[config.mk]
export PLATFORM = sky130hd
export DESIGN_NAME = seq_shift_unit
export DESIGN_NICKNAME = d
export VERILOG_FILES = /design/src/rtl/seq_shift_unit.sv
export SDC_FILE = /design/constraint.sdc
export NUM_CORES = 1
export LEC_CHECK = 0
export BUFFER_PORTS_ARGS = -buffer_cell sky130_fd_sc_hd__buf_2
export CAP_MARGIN = 20
export CELL_PAD_IN_SITES_DETAIL_PLACEMENT = 1
export CELL_PAD_IN_SITES_GLOBAL_PLACEMENT = 1
export CORE_ASPECT_RATIO = 1.2
export CORE_UTILIZATION = 40
export CTS_CLUSTER_DIAMETER = 40
export CTS_CLUSTER_SIZE = 30
export DETAILED_ROUTE_END_ITERATION = 10
export PLACE_DENSITY = 0.83
export SLEW_MARGIN = 25
export SYNTH_ARGS = -nofsm -noshare
export SYNTH_HDL_FRONTEND = slang
export SYNTH_SLANG_ARGS = --single-unit
[constraint.sdc]
create_clock -name clk -period 3.36 [get_ports clk]
set_input_delay 0.672 -clock clk [delete_from_list [all_inputs] [get_ports clk]]
set_output_delay 0.672 -clock clk [all_outputs]
set_load 0.01 [all_outputs]
[src/rtl/seq_shift_unit.sv]
// seq_shift_unit: multi-cycle shift/rotate unit (SLL, SRL, SRA, ROR).
// An operand is captured on a start request and shifted by up to STEP
// positions per clock until the requested amount has been consumed. The
// start/busy/done handshake matches the multiply/divide unit so the pipeline
// can stall on it the same way.

module seq_shift_unit #(
    parameter int WIDTH = 32,
    parameter int STEP  = 4
) (
    input  logic                       clk,
    input  logic                       reset,
    input  logic                       start,
    input  logic [1:0]                 op,
    input  logic [WIDTH-1:0]           data,
    input  logic [$clog2(WIDTH)-1:0]   shamt,
    output logic                       busy,
    output logic                       done,
    output logic [WIDTH-1:0]           result
);

    localparam int SHW = $clog2(WIDTH);

    localparam logic STATE_IDLE = 1'b0;
    localparam logic STATE_RUN  = 1'b1;

    localparam logic [1:0] OP_SLL = 2'b00;
    localparam logic [1:0] OP_SRL = 2'b01;
    localparam logic [1:0] OP_SRA = 2'b10;
    localparam logic [1:0] OP_ROR = 2'b11;

    // Counter-width copies of the step size and data width. The remaining
    // count is one bit wider than shamt so STEP == WIDTH fits as well.
    localparam logic [SHW:0] C_STEP  = (SHW+1)'(STEP);
    localparam logic [SHW:0] C_WIDTH = (SHW+1)'(WIDTH);

    logic             r_state;
    logic [WIDTH-1:0] r_acc;
    logic [SHW:0]     r_rem;
    logic [1:0]       r_op;
    logic [WIDTH-1:0] r_result;
    logic             r_done;

    logic [SHW:0]     w_k;
    logic [SHW:0]     w_rorBack;
    logic [SHW:0]     w_remNext;
    logic [WIDTH-1:0] w_shifted;
    logic             w_lastStep;

    // Positions applied this cycle: the full step, or whatever is left.
    always_comb begin
        w_k       = (r_rem < C_STEP) ? r_rem : C_STEP;
        w_remNext = r_rem - w_k;
        w_lastStep = (w_remNext == '0);
        w_rorBack = C_WIDTH - w_k;
    end

    // One step of the selected shift; a zero step leaves acc unchanged
    // (for ROR the left shift by WIDTH yields zero, so the OR is a no-op).
    always_comb begin
        w_shifted = r_acc;
        case (r_op)
            OP_SLL:  w_shifted = r_acc << w_k;
            OP_SRL:  w_shifted = r_acc >> w_k;
            OP_SRA:  w_shifted = $unsigned($signed(r_acc) >>> w_k);
            OP_ROR:  w_shifted = (r_acc >> w_k) | (r_acc << w_rorBack);
            default: w_shifted = r_acc;
        endcase
    end

    // Control and datapath registers: accept in IDLE, step in RUN, publish
    // the result and a one-cycle done pulse on the final step.
    always_ff @(posedge clk) begin
        if (!reset) begin
            r_state  <= STATE_IDLE;
            r_acc    <= '0;
            r_rem    <= '0;
            r_op     <= OP_SLL;
            r_result <= '0;
            r_done   <= 1'b0;
        end else begin
            case (r_state)
                STATE_IDLE: begin
                    r_done <= 1'b0;
                    if (start) begin
                        r_acc   <= data;
                        r_rem   <= {1'b0, shamt};
                        r_op    <= op;
                        r_state <= STATE_RUN;
                    end
                end
                STATE_RUN: begin
                    r_acc <= w_shifted;
                    r_rem <= w_remNext;
                    if (w_lastStep) begin
                        r_result <= w_shifted;
                        r_done   <= 1'b1;
                        r_state  <= STATE_IDLE;
                    end else begin
                        r_done <= 1'b0;
                    end
                end
                default: begin
                    r_done  <= 1'b0;
                    r_state <= STATE_IDLE;
                end
            endcase
        end
    end

    assign busy   = (r_state == STATE_RUN);
    assign done   = r_done;
    assign result = r_result;

endmodule

==> metrics.md <==
| Metric | Value |
|---|---|
| Rel. slew slack | `~48%` |
| Commonest cells after routing, fill and taps aside | `o21ai_0 (92), nand2_1 (88), a21oi_1 (76), buf_2 (75), dfxtp_1 (72)` |
| Ys flop type | `dfxtp_1` |
| CTS max path bufs | `2` |
| Area taken by multi-input logic gates | `between 4000 and 5000 um2` |
| Asr flop ratio synth | `0%` |
| Sum Neg Setup Slack | `0 ns` |
| Critical path class | `reg -> reg` |
| Num CTS Buffers | `9` |
| EDFF count, synth | `0` |
| Critical path required time | `around 3.6 ns` |
| Reg-to-reg setup timing slack | `between 0.1 and 0.15 ns` |
| Num rows | `50` |
| Status | `finished with violations` |
| CTS tree | `yes` |
| First-pass GRT wire length | `roughly 43000 um` |
| Commonest non-fill, non-tap cell in the layout | `o21ai_0` |
| Area delta synth->final | `12.7%` |
| Clock tree sinks | `74` |
| Die Ht | `between 100 and 150 um` |
| Failing checks | `DRC` |
| Layout cells sized above 1 | `between 20 and 25%` |
| Ant diodes | `0` |
| Distinct cells, synth | `80` |
| Peak VDD IR | `around 0.00027 V` |
| Final clock period utilization by the worst path | `between 90 and 100%` |
| H-tree level count | `3` |
| Fmax | `about 310 MHz` |
| Drc violations | `1` |
| Drt initial violations | `between 900 and 1k` |
| Vias in the first global route | `approximately 7.4k` |
| Reg area | `between 1000 and 1500 um2` |
| Total power | `3.42 mW` |
| Crit path max fanout | `18` |
| Minimum clock period | `about 3.2 ns` |
| Initial Util | `between 40% and 50%` |
| # setup viols final | `0` |
| Routed length per instance | `~25 um` |
| Vias | `between 7k and 8k` |
| Final Hold Fails | `0` |
| Worst hold start | `result[16]` |
| Number of setup buffers added after CTS | `0` |
| Root buffer cell | `clkbuf_16` |
| CTS clk-pin slew, worst paths | `roughly 0.06 ns` |
| Largest net degree at the start of global routing | `~70` |
| GRT Total Usage | `roughly a third` |
| DIE AREA | `~17000 um2` |
| Number of port buffers | `75` |
| Slowest stage cell, crit path | `or3_1` |
| MaxCap Viol Count | `0` |
| Mean post-synth cell area | `7.62 um2` |
| Largest delay share family, worst path | `simple AND/OR/NAND/NOR gates` |
| Setup crit end kind | `flip-flop` |
| Synthesized Nets | `898` |
| CP Cell Sequence | `or3_1 -> nor2_8 -> inv_4 -> ha_1 -> clkinv_2 -> a31oi_1 -> o2111ai_1 -> nor3_1 -> buf_4 -> o32ai_1` |
| Post-synthesis sequential area ratio | `between 20% and 30%` |
| DR pass1 iterations | `8` |
| Least-Margin Pin Slew | `slightly below 0.8 ns` |
| Skew-Pair Late Insertion Delay | `0.36 ns` |
| Final Skew | `around 0.010 ns` |
| Chip width | `between 100 and 150 um` |
| Gp weighted congestion | `between 0.9 and 1` |
| CP Launch Type | `flip-flop` |
| Gr ovfl total | `0` |
| Power Dens Cells | `around 470 nW/um2` |
| CP arrival | `between 3 and 4 ns` |
| Initial antenna violation count | `0` |
| Filler instances | `just under 2k` |
| Mapped Area | `6510 um2` |
| # IOs | `76` |
| RR Startpoint | `r_rem[5]` |
| Hold Path End | `result[16]` |
| Cells after Synth | `854` |
| Core box area | `about 16000 um2` |
| Hold Path Stages | `2` |
| Via/cell ratio | `between 6 and 7` |
| Min-delay worst type | `reg -> reg` |
| CP max stage delay | `a little over 0.5 ns` |
| LEAKAGE | `2.78 nW` |
| Antenna-violating nets left | `0` |
| Seq cells post-synth | `74` |
| WP buf/inv | `3` |
| Ys Warns | `0` |
| Capture point of the worst reg-to-reg path | `r_acc[30]` |
| DP HPWL | `about 19000 um` |
| Layout Nets | `915` |
| Fin. max-slew vios | `0` |
| RSZ-0062 raised after global routing | `no` |
| Routed wire length | `27000 um` |
| Cells on worst reg2reg path | `10` |
==> cell usage after synthesis (20+ instances only) <==
cell type,instances,area (um2)
buf_2,20,100
mux4_2,26,586
o21ai_0,92,460
mux2i_1,32,320
mux2_2,23,259
a31oi_1,25,156
nor2_1,37,139
nand2_1,89,334
nand3_1,44,220
clkbuf_1,73,274
dfxtp_1,74,1480
a21oi_1,76,380
==> per-stage QoR <==
stage | setup slack (ns) | std cells | utilization (%) | hold slack (ns) | area, um2
6_report | 0.136 | 1083 | 46.5 | 0.471 | 7330
5_1_grt | 0.00598 | 1083 | 46.5 | 0.484 | 7330
4_1_cts | 0.129 | 1083 | 46.5 | 0.471 | 7330
3_5_place_dp | 0.150 | 1068 | 44.8 | 0.461 | 7060
3_3_place_gp | 0.266 | 1068 | 44.8 | 0.457 | 7060
2_1_floorplan | 0.0787 | 854 | - | 0.476 | 6540
==> sequential cells by signal, indices dropped and copies added (netlist names) <==
name and flops:
r_acc 32, result 32, r_rem 6, r_op 2, busy 1, done 1
==> worst max path at each step <==
| stage | from | endpoint | slack (ns) | cells after the start |
|---|---|---|---|---|
| 2_1_floorplan | r_rem[3] | r_acc[17] | 0.08 | 15 |
| 3_3_place_gp | r_rem[4] | result[17] | 0.27 | 11 |
| 3_5_place_dp | r_rem[4] | result[17] | 0.15 | 11 |
| 4_1_cts | r_rem[4] | result[6] | 0.13 | 10 |
| 5_1_grt | r_rem[5] | r_acc[17] | 0.006 | 9 |
| 6_report | r_rem[5] | r_acc[30] | 0.14 | 10 |
==> layer usage <==
metal  vias to the layer above  track usage [%]  part of all wire, %
met4                         0             21.7                  6.4
met1                      3659             41.4                   39
met5                         -                0                    0
met2                       502             50.6                   44
li1                       3291                -                    -
met3                       123             5.59                  9.7
==> cells by family (layout without fill, tap and decap cells) <==
family                     count (synthesis)  after routing  synth area share, %
buffers and inverters                    122            143                 7.69
xor gates and xnor gates                   2              2                0.269
AOI/OAI and AO/OA                        333            333                 33.2
muxes                                     81             81                 17.9
DFF                                       74             74                 22.8
adders and majority gates                  2              2                0.384
and+or+nand+nor                          239            239                 17.8
other                                      1              1               0.0576
==> layout make-up <==
| class | count | share of cell area (%) |
|---|---|---|
| clock buffers | 9 | 3.07 |
| clock inverters | 6 | 0.580 |
| inverters | 15 | 0.819 |
| multi-input cells | 658 | 62.2 |
| flip-flops and latches | 74 | 20.2 |
| well taps | 208 | 3.55 |
| repair buffers | 113 | 9.57 |
==> where the power goes <==
group | internal, mW | total (mW) | switching [mW] | leakage (nW)
clock | 0.498 | 0.917 | 0.419 | 0.128
combinational | 0.521 | 1.36 | 0.837 | 2.05
sequential | 0.948 | 1.14 | 0.194 | 0.607
==> worst min-delay path, delay by kind of cell, from the launching register on <==
family | cells | cell delay, ns
and+or+nand+nor | 1 | 0.05
DFF | 1 | 0.31
AOI/OAI and AO/OA | 1 | 0.06
==> timing repair <==
action,in CTS,in global routing
endpoints found under the setup margin,0,9
gates resized for setup,0,2
hold buffers,0,0
(Power assumes the default switching activity.)
